===== src/rtl/mem_block_copier.sv =====
// Overlap-safe (memmove) block copier driving a 1W/1R-combinational word memory.
// Optional COPY_CHECKSUM_EN adds a mod-2^DATA_WIDTH sum of all written words.
module mem_block_copier #(
  parameter int unsigned ADDR_WIDTH = 16,
  parameter int unsigned DATA_WIDTH = 16
) (
  input  logic                  Clock,
  input  logic                  Reset,
  input  logic                  Start,
  input  logic [ADDR_WIDTH-1:0] Src_Address,
  input  logic [ADDR_WIDTH-1:0] Dst_Address,
  input  logic [ADDR_WIDTH-1:0] Length,
  output logic                  Busy,
  output logic                  Done,
  output logic                  Mem_Write_Enable,
  output logic [ADDR_WIDTH-1:0] Mem_Write_Address,
  output logic [DATA_WIDTH-1:0] Mem_Write_Data,
  output logic [ADDR_WIDTH-1:0] Mem_Read_Address,
  input  logic [DATA_WIDTH-1:0] Mem_Read_Data
`ifdef COPY_CHECKSUM_EN
  ,
  output logic [DATA_WIDTH-1:0] Checksum
`endif
);

  typedef enum logic [1:0] {IDLE, READ, WRITE, DONE} state_t;

  localparam logic [ADDR_WIDTH-1:0] ONE = ADDR_WIDTH'(1);

  state_t                state_q;
  logic [ADDR_WIDTH-1:0] src_q, dst_q, cnt_q;
  logic [DATA_WIDTH-1:0] data_q;
  logic                  desc_q, busy_q, done_q, we_q;

  logic [ADDR_WIDTH-1:0] diff_d, src_start_d, dst_start_d, step_d;
  logic                  desc_d;

  // Copy backwards only when the destination starts inside the source block.
  always_comb begin
    diff_d      = Dst_Address - Src_Address;
    desc_d      = (diff_d != '0) && (diff_d < Length);
    src_start_d = desc_d ? (Src_Address + Length - ONE) : Src_Address;
    dst_start_d = desc_d ? (Dst_Address + Length - ONE) : Dst_Address;
    step_d      = desc_q ? '1 : ONE;
  end

`ifdef COPY_CHECKSUM_EN
  logic [DATA_WIDTH-1:0] sum_q;
  assign Checksum = sum_q;
`endif

  always_ff @(posedge Clock) begin
    if (Reset) begin
      state_q <= IDLE;
      src_q   <= '0;
      dst_q   <= '0;
      cnt_q   <= '0;
      data_q  <= '0;
      desc_q  <= 1'b0;
      busy_q  <= 1'b0;
      done_q  <= 1'b0;
      we_q    <= 1'b0;
`ifdef COPY_CHECKSUM_EN
      sum_q   <= '0;
`endif
    end else begin
      done_q <= 1'b0;
      case (state_q)
        IDLE: begin
          if (Start) begin
            src_q  <= src_start_d;
            dst_q  <= dst_start_d;
            cnt_q  <= Length;
            desc_q <= desc_d;
`ifdef COPY_CHECKSUM_EN
            sum_q  <= '0;
`endif
            if (Length == '0) begin
              state_q <= DONE;
            end else begin
              state_q <= READ;
              busy_q  <= 1'b1;
            end
          end
        end
        READ: begin
          data_q  <= Mem_Read_Data;
          we_q    <= 1'b1;
          state_q <= WRITE;
        end
        WRITE: begin
          we_q  <= 1'b0;
          src_q <= src_q + step_d;
          dst_q <= dst_q + step_d;
          cnt_q <= cnt_q - ONE;
`ifdef COPY_CHECKSUM_EN
          sum_q <= sum_q + data_q;
`endif
          if (cnt_q == ONE) begin
            state_q <= DONE;
            busy_q  <= 1'b0;
          end else begin
            state_q <= READ;
          end
        end
        DONE: begin
          // Done is registered out of DONE, so it is seen the cycle after.
          done_q  <= 1'b1;
          state_q <= IDLE;
        end
        default: state_q <= IDLE;
      endcase
    end
  end

  assign Busy              = busy_q;
  assign Done              = done_q;
  assign Mem_Write_Enable  = we_q;
  assign Mem_Write_Address = dst_q;
  assign Mem_Write_Data    = data_q;
  assign Mem_Read_Address  = src_q;

endmodule


===== config.mk =====
export PLATFORM = sky130hd
export DESIGN_NAME = mem_block_copier
export DESIGN_NICKNAME = d
export VERILOG_FILES = /design/src/rtl/mem_block_copier.sv
export SDC_FILE = /design/constraint.sdc
export NUM_CORES = 1
export LEC_CHECK = 0
export CAP_MARGIN = 0
export CORE_ASPECT_RATIO = 0.8
export CORE_UTILIZATION = 50
export CTS_BUF_LIST = sky130_fd_sc_hd__clkbuf_16
export DETAILED_ROUTE_END_ITERATION = 6
export GPL_TIMING_DRIVEN = 0
export MAX_ROUTING_LAYER = met4
export PLACE_DENSITY = 0.75
export SETUP_SLACK_MARGIN = 0.1
export SKIP_CTS_REPAIR_TIMING = 1
export SLEW_MARGIN = 5
export SYNTH_ARGS = -nofsm -noshare
export SYNTH_HDL_FRONTEND = slang
export SYNTH_SLANG_ARGS = --single-unit

===== constraint.sdc =====
create_clock -name Clock -period 4.26 [get_ports Clock]
set_clock_uncertainty 0.15 [all_clocks]
set_input_delay 0.426 -clock Clock [delete_from_list [all_inputs] [get_ports Clock]]
set_output_delay 0.426 -clock Clock [all_outputs]
set_load 0.01 [all_outputs]

==> results.yml <==
setup_path:
  critPathLaunchType: "input pin"
  cpPeakStageDelay_ns: 0.54
  crit_chain: "buf_8 -> ha_4 -> or4_4 -> o21a_4 -> a221o_1 -> and4b_1 -> nor3_4 -> inv_2 -> ha_4 -> nand4_1 -> nor2_1 -> nor3_1 -> a21oi_1 -> nor2_2 -> nand2_2 -> a31oi_4 -> buf_12 -> buf_6 -> mux2_4 -> o211ai_1 -> a21oi_1"
  endpoint_kind: "register"
  critPathArrivalTime_ns: 4.34
  crit_fanout: 6
  path_class: "in2reg"
  slowest_stage: "or4_4"
  critPathRequiredTime_ns: 4.31
  ff2ff_path_depth: 11
sta:
  slew_headroom_pct: 40.6
  finalSetupViolations: 5
  fmax_ghz: 0.233
  setup_tns_ns: -0.0884
  timing_hold_violations_final: 0
  drv_slew: 0
  worst_slack_ns: -0.0277
  fin_crit_ns: 4.29
  period_share_pct: 101
  rsz0062_at_grt: "true"
  worstMarginPinSlew_ns: 0.884
floorplanning:
  die_w_um: 141
  pin_count: 118
  die_area_um2: 16000
  die_y_um: 114
  core_um2: 15100
  num_rows: 40
  initial_core_util_pct: 51.4
yosys:
  syn_area_per_cell_um2: 7.46
  async_reset_ff_share_pct: 0
  synth-edff-count: 0
  yosys-top-cells-area: "ha_1, dfxtp_1, inv_1"
  synth_top_cell_area_share_pct: 19.6
  yosysSeqAreaShare_pct: 18.0
  syn_inst: 1041
  synth_warnings: 0
  synth_seq_cells: 70
  synth_fp_nets: 1235
  synth_flop_cell: "dfxtp_1"
  ys_types: 64
  synth_top_cell_by_area: "ha_1"
  synth_area_um2: 7770
clock_tree:
  path_clk_slew_ns: 0.06
  h-tree-depth: 3
  tritoncts: "yes"
  cts_buffer_depth: 2
  cts_buffers: 9
  clk_latency_ns: 0.35
  clockRootBuffer: "clkbuf_16"
  clkSinkCount: 70
power_and_ir_drop:
  power.leakage_nw: 4.54
  power.density_nw_per_um2: 475
  ir_worst_vdd_uv: 221
  p_total_mw: 4.81
finish:
  syn2layout_area_growth_pct: 30.4
  fin_area_um2: 10100
  drive_gt1_share_pct: 11.3
  num-fill-cells: 1338
  antenna_cells: 0
  final_nets: 1388
route:
  route.final.wire_length_mm: 25.4
  wire_per_inst_um: 18.0
  viasPerCell: 5.81
  drtIter0Drc: 722
  routed-via-count: 8187
  ant_nets: 0
  drt_pass1_iterations: 6
  drc: 0
global_route:
  grt_usage_pct: 31.1
  grt_max_degree: 31
  overflow: 0
  antenna_found_initial: 0
  grt_pass1_wl_mm: 37.7
  first_global_vias: 7125
run:
  cap_violations: 0
status:
  status: "finished with violations"
  violations: "negative setup slack"
min_path:
  hold_path.class: "reg2reg"
  min_path_cells: 2
place:
  postPlaceCellArea_um2: 9210
  preCtsSetupSlack_ns: -1.37
  finalWeightedCongestion: 0.974
  portBuffers: 116
  dp_hpwl_mm: 19.3
[power by group]
| part | switching, mW | internal, mW | leakage (nW) |
|---|---|---|---|
| Combinational | 1.72 | 1.34 | 3.84 |
| Clock | 0.284 | 0.383 | 0.124 |
| Sequential | 0.218 | 0.868 | 0.575 |
| Total | 2.22 | 2.59 | 4.54 |
[layout make-up]
type                            instances  area, um^2  share of cell area, %
Clock buffer                            9         225                   2.22
Sequential cell                        70        1400                   13.8
Timing Repair Buffer                  144        1400                   13.8
Buffer                                 34         184                   1.81
Inverter                              136         513                   5.06
Clock inverter                          6        31.3                  0.309
Tap cell                              210         263                   2.59
Multi-Input combinational cell        799        6110                   60.3
[critical path, delay by kind of cell]
| family | cells | cell delay, ns |
|---|---|---|
| fa+ha+maj | 2 | 0.41 |
| simple gates | 8 | 1.59 |
| compound gates | 6 | 1.14 |
| mux | 1 | 0.33 |
| buf+inv | 4 | 0.44 |
[final timing paths]
| kind | from | endpoint | slack (ns) |
|---|---|---|---|
| hold reg to reg | cnt_q[1]$_SDFFE_PP0P_ | cnt_q[1]$_SDFFE_PP0P_ | 0.32 |
| hold / removal | cnt_q[1]$_SDFFE_PP0P_ | cnt_q[1]$_SDFFE_PP0P_ | 0.32 |
| setup / recovery | Dst_Address[3] | Mem_Read_Address[1]$_SDFFE_PP0P_ | -0.03 |
| setup reg to reg | desc_q$_SDFFE_PP0P_ | Mem_Write_Address[15]$_SDFFE_PP0P_ | 0.47 |
[registers in the layout, indices dropped and copies added (netlist names)]
signal             count
Busy                   1
cnt_q                 16
Done                   1
Mem_Write_Address     16
desc_q                 1
Mem_Write_Data        16
Mem_Read_Address      16
state_q                2
Mem_Write_Enable       1
[cell usage after synthesis, drive strengths merged (6+ instances only)]
library cell	n
a211oi	26
a21o	18
a21oi	91
a221oi	7
a22oi	17
a31oi	8
buf	8
clkbuf	28
dfxtp	70
ha	122
inv	136
mux2i	25
nand2	63
nand2b	15
nand3	25
nand4	6
nor2	89
nor2b	14
nor3	28
o211ai	11
o21a	10
o21ai	74
o21bai	7
o22ai	7
or3	8
xnor2	36
xor2	20
[routing by layer]
metal / global-route usage, % / up-vias / wire [um]
met2: 44.0 / 391 / 10800
met4: 6.74 / 0 / 350
met3: 6.38 / 44 / 2330
met5: - / - / 0
met1: 45.2 / 3750 / 11900
li1: - / 4002 / -
[logic make-up after synthesis]
| kind of cell | after synthesis | synth area share [%] |
|---|---|---|
| AOI/OAI and AO/OA | 310 | 25.3 |
| xor gates and xnor gates | 56 | 6.31 |
| adders and majority gates | 127 | 20.9 |
| buffers and inverters | 172 | 8.50 |
| DFF | 70 | 18.0 |
| muxes | 28 | 3.66 |
| and+or+nand+nor | 278 | 17.2 |
[cell usage in the layout, fill, tap and decap left out, types with 10 or more instances in the layout]
cell and n:
a211oi_1 20, a21o_1 18, a21oi_1 80, a22oi_1 17
buf_4 27, clkbuf_1 24, clkdlybuf4s50_1 97, dfxtp_1 69
ha_1 110, ha_4 10, inv_1 125, inv_2 11
mux2i_1 19, nand2_1 62, nand2b_1 15, nand3_1 25
nor2_1 87, nor2b_1 12, nor3_1 26, o211ai_1 11
o21ai_0 56, o21ai_1 16, xnor2_1 35, xor2_1 20
[per-stage QoR]
stage	hold WS (ns)	instances	utilization [%]
floorplan	0.291	1041	-
global placement	0.310	1367	60.9
detailed placement	0.310	1367	60.9
CTS	0.318	1382	62.6
global route	0.347	1408	67.1
finish	0.318	1408	67.1
No activity file was read; power rests on OpenSTA's default activity.
==> RTL edit: new RTL, same flow settings <==
`DATA_WIDTH`: 16 -> 32.
--- a/src/rtl/mem_block_copier.sv
+++ b/src/rtl/mem_block_copier.sv
@@ -3,5 +3,5 @@
 module mem_block_copier #(
   parameter int unsigned ADDR_WIDTH = 16,
-  parameter int unsigned DATA_WIDTH = 16
+  parameter int unsigned DATA_WIDTH = 32
 ) (
   input  logic                  Clock,
Ports: changed (resized Mem_Read_Data and Mem_Write_Data); port bits go from 118 to 150. The function was not compared with the original's and may differ.
==> RTL edit against the original RTL <==
  * Sequential cell count grew 16
  * Global-route usage shrank 1.5 points
  * Wire length grew 1.4%
  * Power grew 17%
  * First-iteration DRC count shrank 9.4%
  * Critical path depth shrank 2
  * Area after synthesis grew 6.9%
  * Design area grew 7.4%
  * Count of clock-buffer cells in the layout is the same
  * Maximum frequency grew 5.0%
  * Setup slack gained 200 ps
  * Register-to-register slack lost 130 ps
  * Critical path type unchanged
==> RTL edit: results (changes against the original RTL) <==
Global route
  – Vias in the first global route: 7324 (+2.8%)
  – Met1 track demand over resource: 0.418 (-0.0338)
  – GR Layer Usage met3: 0.0574 (-0.00645)
  – Number of antenna violations at the first check in global routing: 0 (unchanged)
  – Largest net degree at the start of global routing: 33 (+6.5%)
  – Met2 global-route usage: 0.436 (-0.00324)
  – Total global-route track usage: 0.296 (-0.0151)
  – First-pass GRT wire length: 38500 um (+2.0%)

Clock network
  – CTS buffer count: 9 (unchanged)
  – Number of buffers between clock root and the deepest sink: 2 (unchanged)
  – Number of levels the H-tree was split into: 3 (unchanged)
  – Root buffer cell: sky130_fd_sc_hd__clkbuf_16
  – Clock insertion delay at the later pin of the skew report: 350 ps (about the same)

Detailed routing
  – Iteration-0 DRC count of the detailed router: 654 (-9.4%)
  – Number of vias per cell: 5.75 (-1.1%)
  – Routed metal-1 wire length: 11900 um (about the same)
  – Total length of routed met2 wires: 11100 um (+2.3%)
  – Highest layer used for signal routing: met4
  – Routed wire per std cell: 17.5 um (-3.2%)
  – Wire length on met3: 2370 um (+1.7%)

Final layout
  – Fill cell total of the finished layout: 1407 (+5.2%)
  – NumNets Final: 1465 (+5.5%)
  – Share of final-layout standard cells stronger than drive strength 1: 0.0849 (-0.0278)
  – Number of diodes: 0 (unchanged)

Critical path
  – Peak per-stage delay on the critical path: 370 ps (-170 ps)
  – CP max stage cell: sky130_fd_sc_hd__fa_2
  – Crit path max fanout: 10 (+4)
  – Crit path DAT: 4120 ps (-220 ps)
  – Category of cells accounting for the largest share of critical-path delay: compound AO/OA/AOI/OAI gates

Timing
  – Worst slew slack as a fraction of its limit: 0.263 (-0.143)
  – Setup TNS after final layout: 0 ps (+88.4 ps)

Pwr
  – Worst IR Drop VDD: 0.253 mV (+15%)
  – Leakage power summed over all cells: 4.83 nW (+6.4%)

Synth
  – Cells taking the most area after synthesis: sky130_fd_sc_hd__dfxtp_1, sky130_fd_sc_hd__ha_1, sky130_fd_sc_hd__nor2_1, sky130_fd_sc_hd__inv_1, sky130_fd_sc_hd__mux2i_1
  – Nets in the synthesized netlist: 1296 (+4.9%)
  – Count of yosys warnings during synthesis: 0 (unchanged)
  – Number of distinct standard cells referenced by the synthesized netlist: 71 (+11%)
  – Share of async-settable or async-resettable flops after synthesis: 0 (unchanged)
  – Ranking of synthesized cells by instance count: sky130_fd_sc_hd__nor2_1, sky130_fd_sc_hd__inv_1, sky130_fd_sc_hd__ha_1, sky130_fd_sc_hd__dfxtp_1, sky130_fd_sc_hd__a21oi_1
  – Sequential area share after synthesis: 0.207 (+0.0270)

Worst hold path
  – Tightest Hold Check Type: in -> reg

Place
  – Number of I/O port buffers: 148 (+28%)
  – Routability Congestion: 0.960 (-1.5%)
  – Pre-CTS setup slack: -812 ps (+562 ps)
  – DP Wirelength: 20200 um (+5.0%)

Status
  – Result of the run: completed
[RTL edit: stage by stage]
step | total power, mW | hold slack, ps | instance area (um^2) | std cells
6_report | 5.64 | 262 | 10900 | 1475
5_1_grt | 6.03 | 307 | 10900 | 1475
4_1_cts | 5.43 | 320 | 10400 | 1465
3_5_place_dp | 4.62 | 310 | 10100 | 1449
3_3_place_gp | 4.57 | 307 | 10100 | 1449
2_1_floorplan | 3.50 | 291 | 8300 | 1086
[RTL edit: logic make-up (layout without fill, tap and decap cells)]
family / Yosys count / after routing / share of synthesized area
AND/OR/NAND/NOR: 327 / 327 / 0.182
AO/OA/AOI/OAI: 282 / 282 / 0.225
adder cells (fa/ha/maj): 127 / 127 / 0.196
multiplexers: 43 / 43 / 0.0520
XOR/XNOR: 56 / 56 / 0.0591
buffers and inverters: 165 / 339 / 0.0784
flip-flops: 86 / 86 / 0.207
[RTL edit: power by group]
part           switching (mW)  leakage [nW]  internal, mW
sequential              0.266         0.707          1.08
combinational            1.94          3.98          1.57
clock                   0.374         0.147         0.415
[RTL edit: cell type report]
class | count | share of cell area
clock buffer | 9 | 0.0207
buffer | 34 | 0.0156
sequential | 86 | 0.158
clock inverter | 7 | 0.00678
multi-input combinational | 835 | 0.580
tap | 215 | 0.0247
inverter | 131 | 0.0452
timing repair buffer | 158 | 0.148
[RTL edit: final timing paths]
| kind | startpoint | to | slack [ps] | cells past startpoint |
|---|---|---|---|---|
| setup / recovery | Src_Address[0] | Mem_Read_Address[5] | 180 | 19 |
| setup reg to reg | desc_q | Mem_Write_Address[14] | 340 | 11 |
| hold reg to reg | cnt_q[1] | cnt_q[1] | 320 | 2 |
| hold / removal | Src_Address[3] | Mem_Read_Address[3] | 260 | 3 |
